==> src/rtl/dual_issue_scheduler.sv <==
// Issue sequencer for the two-lane decode/execute boundary: resolves branch flushes,
// load-use stalls and intra-pair conflicts, and keeps saturating hazard statistics.
module dual_issue_scheduler #(
    parameter int CNT_W = 16
) (
    input  logic             clk,
    input  logic             rst_n,
    input  logic [4:0]       Rs1D,
    input  logic [4:0]       Rs2D,
    input  logic [4:0]       Rs4D,
    input  logic [4:0]       Rs5D,
    input  logic [4:0]       RdD1,
    input  logic [4:0]       RdD2,
    input  logic             RegWriteD1,
    input  logic             RegWriteD2,
    input  logic [1:0]       ResultSrcD1,
    input  logic [1:0]       ResultSrcD2,
    input  logic             MemWriteD1,
    input  logic             MemWriteD2,
    input  logic [4:0]       RdE1,
    input  logic [4:0]       RdE2,
    input  logic [1:0]       ResultSrcE1,
    input  logic [1:0]       ResultSrcE2,
    input  logic             PCSrcE1,
    input  logic             PCSrcE2,
    output logic             StallF,
    output logic             StallD,
    output logic             FlushD,
    output logic             en1,
    output logic             en2,
    output logic             rst1,
    output logic             rst2,
    output logic             FlushM2,
    output logic             split_active,
    output logic [CNT_W-1:0] stall_cnt,
    output logic [CNT_W-1:0] split_cnt,
    output logic [CNT_W-1:0] flush_cnt
);

    typedef enum logic {
        PAIR  = 1'b0,
        SPLIT = 1'b1
    } state_t;

    state_t           state_q, state_d;
    logic [CNT_W-1:0] stall_cnt_q, stall_cnt_d;
    logic [CNT_W-1:0] split_cnt_q, split_cnt_d;
    logic [CNT_W-1:0] flush_cnt_q, flush_cnt_d;

    logic branch, load_use, split_req;
    logic load_e1, load_e2, lane1_lu, lane2_lu;
    logic raw_pair, mem_pair;
    logic inc_stall, inc_split, inc_flush;

    // Lane2's destination never creates a hazard at this boundary.
    logic unused_lane2_dest;
    assign unused_lane2_dest = ^{RdD2, RegWriteD2};

    function automatic logic reads(input logic [4:0] src, input logic [4:0] x);
        return (x != 5'd0) && (src == x);
    endfunction

    assign load_e1 = (ResultSrcE1 == 2'b01) && (RdE1 != 5'd0);
    assign load_e2 = (ResultSrcE2 == 2'b01) && (RdE2 != 5'd0);

    assign lane1_lu = (load_e1 && (reads(Rs1D, RdE1) || reads(Rs2D, RdE1))) ||
                      (load_e2 && (reads(Rs1D, RdE2) || reads(Rs2D, RdE2)));
    assign lane2_lu = (load_e1 && (reads(Rs4D, RdE1) || reads(Rs5D, RdE1))) ||
                      (load_e2 && (reads(Rs4D, RdE2) || reads(Rs5D, RdE2)));

    // In SPLIT lane1 has already left decode, so only lane2's sources matter.
    assign load_use = lane2_lu || ((state_q == PAIR) && lane1_lu);

    assign raw_pair  = RegWriteD1 && (reads(Rs4D, RdD1) || reads(Rs5D, RdD1));
    assign mem_pair  = ((ResultSrcD1 == 2'b01) || MemWriteD1) &&
                       ((ResultSrcD2 == 2'b01) || MemWriteD2);
    assign split_req = (state_q == PAIR) && (raw_pair || mem_pair);
    assign branch    = PCSrcE1 || PCSrcE2;

    always_comb begin
        StallF    = 1'b0;
        StallD    = 1'b0;
        FlushD    = 1'b0;
        en1       = 1'b1;
        en2       = 1'b1;
        rst1      = 1'b0;
        rst2      = 1'b0;
        FlushM2   = 1'b0;
        state_d   = PAIR;
        inc_stall = 1'b0;
        inc_split = 1'b0;
        inc_flush = 1'b0;
        if (branch) begin
            FlushD    = 1'b1;
            rst1      = 1'b1;
            rst2      = 1'b1;
            FlushM2   = PCSrcE1;
            inc_flush = 1'b1;
        end else if (load_use) begin
            StallF    = 1'b1;
            StallD    = 1'b1;
            rst1      = 1'b1;
            rst2      = 1'b1;
            state_d   = state_q;
            inc_stall = 1'b1;
        end else if (split_req) begin
            StallF    = 1'b1;
            StallD    = 1'b1;
            rst2      = 1'b1;
            state_d   = SPLIT;
            inc_split = 1'b1;
        end else if (state_q == SPLIT) begin
            // Lane1 went last cycle; bubble its slot and let the held lane2 go.
            rst1 = 1'b1;
        end
    end

    always_comb begin
        stall_cnt_d = stall_cnt_q;
        split_cnt_d = split_cnt_q;
        flush_cnt_d = flush_cnt_q;
        if (inc_stall && (stall_cnt_q != {CNT_W{1'b1}})) stall_cnt_d = stall_cnt_q + 1'b1;
        if (inc_split && (split_cnt_q != {CNT_W{1'b1}})) split_cnt_d = split_cnt_q + 1'b1;
        if (inc_flush && (flush_cnt_q != {CNT_W{1'b1}})) flush_cnt_d = flush_cnt_q + 1'b1;
    end

    always_ff @(posedge clk or negedge rst_n) begin
        if (!rst_n) begin
            state_q     <= PAIR;
            stall_cnt_q <= '0;
            split_cnt_q <= '0;
            flush_cnt_q <= '0;
        end else begin
            state_q     <= state_d;
            stall_cnt_q <= stall_cnt_d;
            split_cnt_q <= split_cnt_d;
            flush_cnt_q <= flush_cnt_d;
        end
    end

    assign split_active = (state_q == SPLIT);
    assign stall_cnt    = stall_cnt_q;
    assign split_cnt    = split_cnt_q;
    assign flush_cnt    = flush_cnt_q;

endmodule

==> config.mk <==
export PLATFORM = sky130hd
export DESIGN_NAME = dual_issue_scheduler
export DESIGN_NICKNAME = d
export VERILOG_FILES = /design/src/rtl/dual_issue_scheduler.sv
export SDC_FILE = /design/constraint.sdc
export NUM_CORES = 1
export LEC_CHECK = 0
export BUFFER_PORTS_ARGS = -buffer_cell sky130_fd_sc_hd__buf_2
export CORE_UTILIZATION = 54
export DETAILED_ROUTE_END_ITERATION = 7
export PLACE_DENSITY = 0.86
export SLEW_MARGIN = 20
export SYNTH_ARGS = -nofsm -noshare
export SYNTH_HDL_FRONTEND = slang
export SYNTH_SLANG_ARGS = --single-unit
export TNS_END_PERCENT = 30
==> constraint.sdc <==
create_clock -name clk -period 6.8 [get_ports clk]
set_clock_uncertainty 0.15 [all_clocks]
set_input_delay 0.68 -clock clk [delete_from_list [all_inputs] [get_ports clk]]
set_output_delay 0.68 -clock clk [all_outputs]
set_load 0.01 [all_outputs]
### After elaboration in Yosys (flattened, before gate mapping)

Index checks and enable logic that the tools add are counted.

| word-level totals | value |
|---|---|
| register bits | 49 |
| bits of input ports | 56 |
| output and inout port bits | 57 |
| logic and storage cells | 80 |

| operators by class | value |
|---|---|
| add/sub/neg operators | 3 |
| eq/ne operators | 18 |
| multiplexer cells | 16 |
| bitwise operators | 1 |
| reduce and logical (&&, ||, !) cells | 38 |

Operator list:

| kind | count |
|---|---|
| 5-bit equality test | 10 |
| 16-bit by 1-bit adder with 16-bit output (second input constant) | 3 |
| 16-bit != test (second input constant) | 3 |
| 1-bit logical AND | 23 |
| 1-bit two-way mux | 16 |
| 5-bit nonzero test | 3 |
| 1-bit logical OR | 12 |
| 2-bit by 1-bit equality test with 1-bit output (second input constant) | 4 |
| 2-bit != test (second input constant) | 1 |
| 1-bit NOT | 1 |

### Logic depth before layout (Yosys ltp)

Gate-level depths: netlist (run 1).

| depth | value |
|---|---|
| word-level depth | 10 |
| depth in mapped cells | 9 |
| depth with buffers taken out | 7 |

### Worst setup path after synthesis (run 1)

OpenSTA, ideal clock, no wires.

| timing path | value |
|---|---|
| path type | in2out |
| from | input port RdE2[2] |
| to | output port StallF |
| arrival time | 2.473 ns |
| data required time | 5.970 ns |
| path slack | 3.497 ns |
| cell stages on the path | 8 |
| path buffers | 3 |
| cell sequence | buf_2 -> or4_4 -> o21ai_2 -> a21oi_1 -> nor4_4 -> buf_4 -> a21oi_1 -> buf_4 |

| on the way | value |
|---|---|
| longest elaborated chain between the ends | 9 |
| elaborated cells on any way between the ends | 20 |
| those cells by class | eq/ne (4); mux (2); reduce/logical (14) |

Ends and longest elaborated chain:

| item | RTL line | source |
|---|---|---|
| start, declared | 21 | `input logic [4:0] RdE2,` |
| 5-bit equality test / 5-bit nonzero test (equally long branches) | 60, 64 |  |
| 1-bit logical AND | 60 | `return (x != 5'd0) && (src == x);` |
| 1-bit logical OR | 67 | `(load_e2 && (reads(Rs1D, RdE2) \|\| reads(Rs2D, RdE2)));` |
| 1-bit logical AND | 67 |  |
| 1-bit logical OR | 66 | `assign lane1_lu = (load_e1 && (reads(Rs1D, RdE1) \|\| reads(Rs2D, RdE1))) \|\|` |
| 1-bit logical AND | 72 | `assign load_use = lane2_lu \|\| ((state_q == PAIR) && lane1_lu);` |
| 1-bit logical OR * | 72 |  |
| 1-bit two-way mux * (2 in series) | -- |  |
| end, declared | 26 | `output logic StallF,` |

Every way passes the cells marked *; elsewhere a longest branch is shown, timed or not.

### Worst setup path in the final report (run 1)

| timing path | value |
|---|---|
| from | input port RdE2[1] |
| to | output port StallD |

| on the way | value |
|---|---|
| longest elaborated chain between the ends | 9 |
| elaborated cells on any way between the ends | 20 |
| those cells by class | eq/ne (4); mux (2); reduce/logical (14) |

Ends and longest elaborated chain:

| item | RTL line | source |
|---|---|---|
| 5-bit equality test / 5-bit nonzero test (equally long branches) | 60, 64 |  |
| 1-bit logical AND | 60 |  |
| 1-bit logical OR | 67 |  |
| 1-bit logical AND | 67 |  |
| 1-bit logical OR | 66 |  |
| 1-bit logical AND | 72 |  |
| 1-bit logical OR * | 72 |  |
| 1-bit two-way mux * | 99 | `end else if (load_use) begin` |
| 1-bit two-way mux * | 93 | `if (branch) begin` |
| end, declared | 27 | `output logic StallD,` |

Marked as above.

==> results_dict.tcl, run 1 <==
set metrics [dict create \
    multi_input_comb_area_mm2 0.00175 \
    cts-buffers-inserted 5 \
    grt_pass1_wl_mm 11.5 \
    wl_met1_mm 2.95 \
    timing_worst_slew_pin_value_ns 0.982 \
    timing.rr.end "stall_cnt[1]" \
    slew_headroom 0.341 \
    worst_r2r_startpoint "stall_cnt[0]" \
    critPathLaunchType "input pin" \
    int_power_w 0.000543 \
    hold_path_class "input pin to async pin" \
    syn_to_final_growth_pct 19.8 \
    place_hpwl_mm 5.20 \
    drt_first_iter_violations 108 \
    cts.root.buffer_cell "sky130_fd_sc_hd__clkbuf_8" \
    timing.final.setup_violations 0 \
    drcViolationCount 0 \
    via_count_of_the_first_global_routing_pass 2561 \
    cp_max_fo 18 \
    power_frac_clock 0.256 \
    netlist_top_cells_area "sky130_fd_sc_hd__dfrtp_1 (39%), sky130_fd_sc_hd__xor2_1 (15%), sky130_fd_sc_hd__xnor2_1 (12%), sky130_fd_sc_hd__nand3_1 (3.5%), sky130_fd_sc_hd__nand4_1 (3.0%)" \
    final_net_count 476 \
    yosysWarnings 0 \
    worstSetupEndpointType "primary output" \
    postPlaceCellArea_mm2 0.00362 \
    finalWirelength_mm 6.73 \
    timing.critical_path.slowest_cell_delay_ns 0.79 \
    setup_slack_ns 2.92 \
    detailroute.wirelength.met2_mm 3.36 \
    maxClockFrequency_mhz 258 \
    net-switching-power_w 0.000266 \
    leak_pwr_nw 1.91 \
    port_buffers 104 \
    layout.filler_cells 461 \
    die_height_um 78.0 \
    design.core.area_mm2 0.00554 \
    clock_sink_count 49 \
    register_area_mm2 0.00123 \
    cts.repair.resized 0 \
    dpl_worst_slack_ns 2.93 \
    fraction_of_power_consumed_by_sequential_logic 0.477 \
    combPwrFrac 0.267 \
    row_count 27 \
    postSynthRegisterBits 49 \
    critPathRequiredTime_ns 5.97 \
    final_common_cell "sky130_fd_sc_hd__buf_2" \
    floorplan.io_pins 113 \
    status "complete, no violations" \
    synth-seq-area-share 0.393 \
    routabilityCongestion 0.848 \
    synth.avg_cell_area_um2 9.62 \
    cap_viol_max_count 0 \
    min_period_over_period 0.571 \
    synthDominantAreaCellType "sky130_fd_sc_hd__dfrtp_1" \
    dr.max_layer_used "met4" \
    dieArea_mm2 0.00608 \
    clk-insertion-delay-late_ns 0.30 \
    initial_core_util 0.563 \
    num_vias 2621 \
    grt_setup_unrepaired "no" \
    clk_transition_reported_paths_ns 0.09 \
    finalNonFillerCells 490 \
    worst_path_max_delay_cell "sky130_fd_sc_hd__nor4_4" \
    worstRegToRegCells 7 \
    setup_slack_on_the_worst_flop_to_flop_path_ns 4.00 \
    routedWlPerCell_um 13.7 \
    cells_along_the_critical_path "buf_2 > or4_4 > o21ai_2 > a21oi_1 > nor4_4 > buf_4 > a21oi_1 > buf_2" \
    setup-tns-final_ns 0 \
    final_layout_size_suffix_gt1_frac 0.289 \
    slew_viol_final 0 \
    period_minus_slack_ns 3.88 \
    power.share.switching 0.329 \
    drtPass1Iterations 6 \
    syn-cell-area_mm2 0.00312 \
    grt_start_max_net_pins 50 \
    leading_cell_types_in_the_layout_fill_and_taps_excluded "sky130_fd_sc_hd__buf_2 (103), sky130_fd_sc_hd__xor2_1 (52), sky130_fd_sc_hd__dfrtp_1 (49), sky130_fd_sc_hd__xnor2_1 (43), sky130_fd_sc_hd__nand3_1 (22)" \
    drt.antenna.violating_nets 0 \
    antenna-diode-count 0 \
    synthDominantCellAreaShare 0.393 \
    post-place-cells 482 \
    max_buffers_root_to_sink 2 \
    cts.repair_timing.setup_buffer_count 0 \
    hold_viol_final 0 \
    powerDensity_mw_per_mm2 216 \
    netlist_instances 324 \
    cts_htree_levels 2 \
    chipWidth_um 78.0 \
    cts_hold_buf 0 \
    viasPerCell 5.35 \
    wl_met3_um 342 \
    critPathArrivalTime_ns 3.05 \
    critPathKind "input pin to primary output" \
    tritoncts "built" \
    ir_drop_worst_vdd_mv 0.225 \
    groute.usage.overall 0.238 \
    globalRouteOverflowTotal 0 \
    antenna_violations_before_repair 0 \
    yosysUniqueCellTypes 37 \
    stdcell_area_mm2 0.00373 \
]
==> stage by stage <==
| step | utilization | hold WS (ns) | total power (W) |
|---|---|---|---|
| 2_1_floorplan | - | 0.234 | 0.000514 |
| 4_1_cts | 0.674 | 0.337 | 0.000813 |
| 6_report | 0.674 | 0.223 | 0.000808 |
| 3_3_place_gp | 0.654 | 0.317 | 0.000596 |
| 3_5_place_dp | 0.654 | 0.322 | 0.000607 |
| 5_1_grt | 0.674 | 0.271 | 0.000857 |
==> worst max-delay path, delay by kind of cell <==
family / cells / cell delay, ns
compound gates: 3 / 0.38
buf+inv: 3 / 0.67
simple gates: 2 / 1.33
==> cell type report <==
type	count	share of cell area
clock buffer	6	0.0194
clock inverter	2	0.0104
inverter	7	0.00704
multi-input combinational	249	0.469
sequential	49	0.328
tap	72	0.0241
timing repair buffer	105	0.142
==> per-layer routing <==
layer / track usage / vias to the layer above
li1: - / 1290
met1: 0.299 / 1245
met3: 0.0518 / 8
met5: 0 / -
met4: 0.0704 / 0
met2: 0.409 / 78
==> sequential cells by signal, indices dropped and copies added (netlist names) <==
signal,flops
split_active,1
flush_cnt,16
split_cnt,16
stall_cnt,16
==> kinds of logic after synthesis <==
group / synth area share
adder cells (fa/ha/maj): 0.0120
other: 0.00120
XOR/XNOR: 0.267
AO/OA/AOI/OAI: 0.0277
buffers and inverters: 0.0466
multiplexers: 0.0108
flip-flops: 0.393
AND/OR/NAND/NOR: 0.242
==> worst max path at each step <==
stage	endpoint	slack, ns	startpoint
CTS	StallD	2.93	RdE2[1]
global route	StallD	2.78	RdE1[1]
detailed placement	StallD	2.93	RdE2[1]
finish	StallD	2.92	RdE2[1]
floorplan	StallF	3.50	RdE2[2]
global placement	StallF	2.96	RdE2[1]
==> power groups by stage <==
stage	registers [W]	clock network [W]	logic [W]
finish	0.000385	0.000207	0.000216
global route	0.000393	0.000225	0.000239
CTS	0.000385	0.000211	0.000218
detailed placement	0.000389	0	0.000217
global placement	0.000386	0	0.000210
floorplan	0.000400	0	0.000114
==> Yosys cell counts, drive strengths merged <==
| cell type | instances |
|---|---|
| xor2 | 52 |
| dfrtp | 49 |
| xnor2 | 43 |
| nand3 | 22 |
| nand2 | 19 |
| nor3 | 18 |
| nand4 | 15 |
| nor2 | 15 |
| and3 | 14 |
| buf | 10 |
| clkbuf | 10 |
| inv | 7 |
| a21oi | 6 |
| nor4 | 6 |
| and4 | 5 |
| nor3b | 5 |
| o21ai | 4 |
| and2 | 3 |
| ha | 3 |
| mux2 | 3 |
| nor2b | 3 |
| or4 | 3 |
| a211oi | 2 |
| or3 | 2 |
| conb | 1 |
| nor4b | 1 |
| nor4bb | 1 |
| o21a | 1 |
| o22ai | 1 |
(Power assumes the default switching activity.)
==> inputs of run 2 (changes only) <==
--- a/config.mk
+++ b/config.mk
@@ -6,9 +6,9 @@
 export NUM_CORES = 1
 export LEC_CHECK = 0
 export BUFFER_PORTS_ARGS = -buffer_cell sky130_fd_sc_hd__buf_2
-export CORE_UTILIZATION = 54
+export CORE_UTILIZATION = 50
 export DETAILED_ROUTE_END_ITERATION = 7
-export PLACE_DENSITY = 0.86
+export PLACE_DENSITY = 0.81
 export SLEW_MARGIN = 20
 export SYNTH_ARGS = -nofsm -noshare
 export SYNTH_HDL_FRONTEND = slang
==> constraint.sdc (replaced) <==
create_clock -name clk -period 3.8 [get_ports clk]
set_clock_uncertainty 0.15 [all_clocks]
set_input_delay 0.38 -clock clk [delete_from_list [all_inputs] [get_ports clk]]
set_output_delay 0.38 -clock clk [all_outputs]
set_load 0.01 [all_outputs]
==> run 2 against run 1 <==
Net effect: design area rose by 1.8%; final cell count rose by 1.6%; count of clock-buffer cells in the layout is 1 lower; die area grew 7.8%; setup slack got worse by 2.0 ns; non-clock buffer count is 5 higher; combinational power up 81%; critical endpoint unchanged; largest cell class unchanged.
==> results_dict.tcl, run 2 (synthesis gave the netlist of run 1 again) <==
set metrics [dict create \
    slew_viol_final 0 \
    status "complete, no violations" \
    grt_start_max_net_pins 50 \
    die_height_um 81.0 \
    cp_max_fo 14 \
    clock_sink_count 49 \
    routedWlPerCell_um 14.0 \
    maxClockFrequency_mhz 344 \
    critPathArrivalTime_ns 2.38 \
    viasPerCell 5.34 \
    setup_slack_ns 0.894 \
    grt_setup_unrepaired "no" \
    period_minus_slack_ns 2.91 \
    cts_htree_levels 2 \
    timing.hold.worst.start "split_cnt[12]" \
    leak_pwr_nw 1.94 \
    drcViolationCount 0 \
    timing_worst_slew_pin_value_ns 0.666 \
    initial_core_util 0.524 \
    drt.antenna.violating_nets 0 \
    grt_pass1_wl_mm 11.6 \
    globalRouteOverflowTotal 0 \
    layout.filler_cells 509 \
    dpl_worst_slack_ns 0.894 \
    tritoncts "built" \
    dr.max_layer_used "met4" \
    postPlaceCellArea_mm2 0.00365 \
    slew_headroom 0.553 \
    setup-tns-final_ns 0 \
    detailroute.wirelength.met2_mm 3.38 \
    clk_transition_reported_paths_ns 0.08 \
    cts_hold_buf 0 \
    final_net_count 481 \
    antenna-diode-count 0 \
    cts.repair.resized 0 \
    cts.root.buffer_cell "sky130_fd_sc_hd__clkbuf_8" \
    max_buffers_root_to_sink 2 \
    hold_path_class "flop to flop" \
    drt_first_iter_violations 86 \
    fin_hold_ws_ns 0.338 \
    critPathLaunchType "input pin" \
    critPathKind "input pin to primary output" \
    num_vias 2660 \
    ir_drop_worst_vdd_mv 0.391 \
    worstSetupEndpointType "primary output" \
    dieArea_mm2 0.00656 \
    critPathRequiredTime_ns 3.27 \
    powerDensity_mw_per_mm2 399 \
    drtPass1Iterations 4 \
    finalWirelength_mm 6.99 \
    total_power_w 0.00152 \
    min_period_over_period 0.765 \
    wl_met3_um 336 \
    cts-buffers-inserted 5 \
    port_buffers 104 \
    groute.usage.overall 0.228 \
    final_layout_size_suffix_gt1_frac 0.298 \
    critPathLaunch "RdE1[1]" \
    cap_viol_max_count 0 \
    final_common_cell "sky130_fd_sc_hd__buf_2" \
    via_count_of_the_first_global_routing_pass 2576 \
    timing.final.setup_violations 0 \
    routabilityCongestion 0.857 \
    antenna_violations_before_repair 0 \
    stdcell_area_mm2 0.00380 \
    leading_cell_types_in_the_layout_fill_and_taps_excluded "sky130_fd_sc_hd__buf_2 (103), sky130_fd_sc_hd__xor2_1 (52), sky130_fd_sc_hd__dfrtp_1 (49), sky130_fd_sc_hd__xnor2_1 (43), sky130_fd_sc_hd__nand3_1 (22)" \
    hold_viol_final 0 \
    design.core.area_mm2 0.00596 \
    worst_r2r_startpoint "flush_cnt[7]" \
    chipWidth_um 81.0 \
    place_hpwl_mm 5.26 \
    clk-insertion-delay-late_ns 0.31 \
    syn_to_final_growth_pct 21.9 \
    row_count 28 \
    wl_met1_mm 3.16 \
    floorplan.io_pins 113 \
    cts.repair_timing.setup_buffer_count 0 \
]
[run 2: cell count changes in the layout (fill, tap and decap cells not counted)]
| cell | previous run | this run |
|---|---|---|
| sky130_fd_sc_hd__clkinv_2 | 0 | 1 |
| sky130_fd_sc_hd__clkinv_4 | 1 | 0 |
| sky130_fd_sc_hd__bufinv_16 | 1 | 2 |
| sky130_fd_sc_hd__clkbuf_1 | 1 | 0 |
| sky130_fd_sc_hd__dlygate4sd3_1 | 0 | 1 |
| sky130_fd_sc_hd__buf_4 | 2 | 6 |
[run 2: layout make-up]
class | count | area [um^2] | area share
Multi-Input combinational cell | 249 | 1750 | 0.461
Sequential cell | 49 | 1230 | 0.323
Timing Repair Buffer | 110 | 571 | 0.150
Tap cell | 75 | 93.8 | 0.0247
Clock buffer | 5 | 68.8 | 0.0181
Clock inverter | 3 | 65.1 | 0.0171
Inverter | 7 | 26.3 | 0.00691
[run 2: per-stage QoR]
step	cells	utilization
after floorplan	325	-
after global placement	489	0.614
after detailed placement	489	0.614
after CTS	497	0.636
after global routing	498	0.638
final	498	0.638
[run 2: worst paths after layout]
| path | slack [ns] | endpoint | cells after the start |
|---|---|---|---|
| min in group asynchronous | 0.47 | flush_cnt[1] | 2 |
| max in group asynchronous | 2.62 | stall_cnt[11] | 2 |
| hold / removal | 0.34 | split_cnt[12] | 1 |
| setup reg to reg | 1.49 | flush_cnt[15] | 7 |
| hold reg to reg | 0.34 | split_cnt[12] | 1 |
| setup / recovery | 0.89 | StallD | 7 |
[run 2: worst max-delay path: stages]
cell and delay [ns]:
sky130_fd_sc_hd__buf_2 0.15, sky130_fd_sc_hd__or4_1 0.52, sky130_fd_sc_hd__o21ai_1 0.18, sky130_fd_sc_hd__a21oi_1 0.09, sky130_fd_sc_hd__nor4_4 0.63, sky130_fd_sc_hd__a21oi_1 0.23
sky130_fd_sc_hd__buf_2 0.19
[run 2: report_power, final]
group	switching (W)	total (W)	internal, W
Clock	0.000176	0.000437	0.000261
Sequential	0.0000951	0.000689	0.000594
Combinational	0.000207	0.000390	0.000183
Total	0.000478	0.00152	0.00104
[run 2: routing by layer]
| metal | track usage | vias up |
|---|---|---|
| met5 | 0 | - |
| met4 | 0.0857 | 0 |
| met3 | 0.0449 | 16 |
| met2 | 0.384 | 79 |
| met1 | 0.287 | 1265 |
| li1 | - | 1300 |
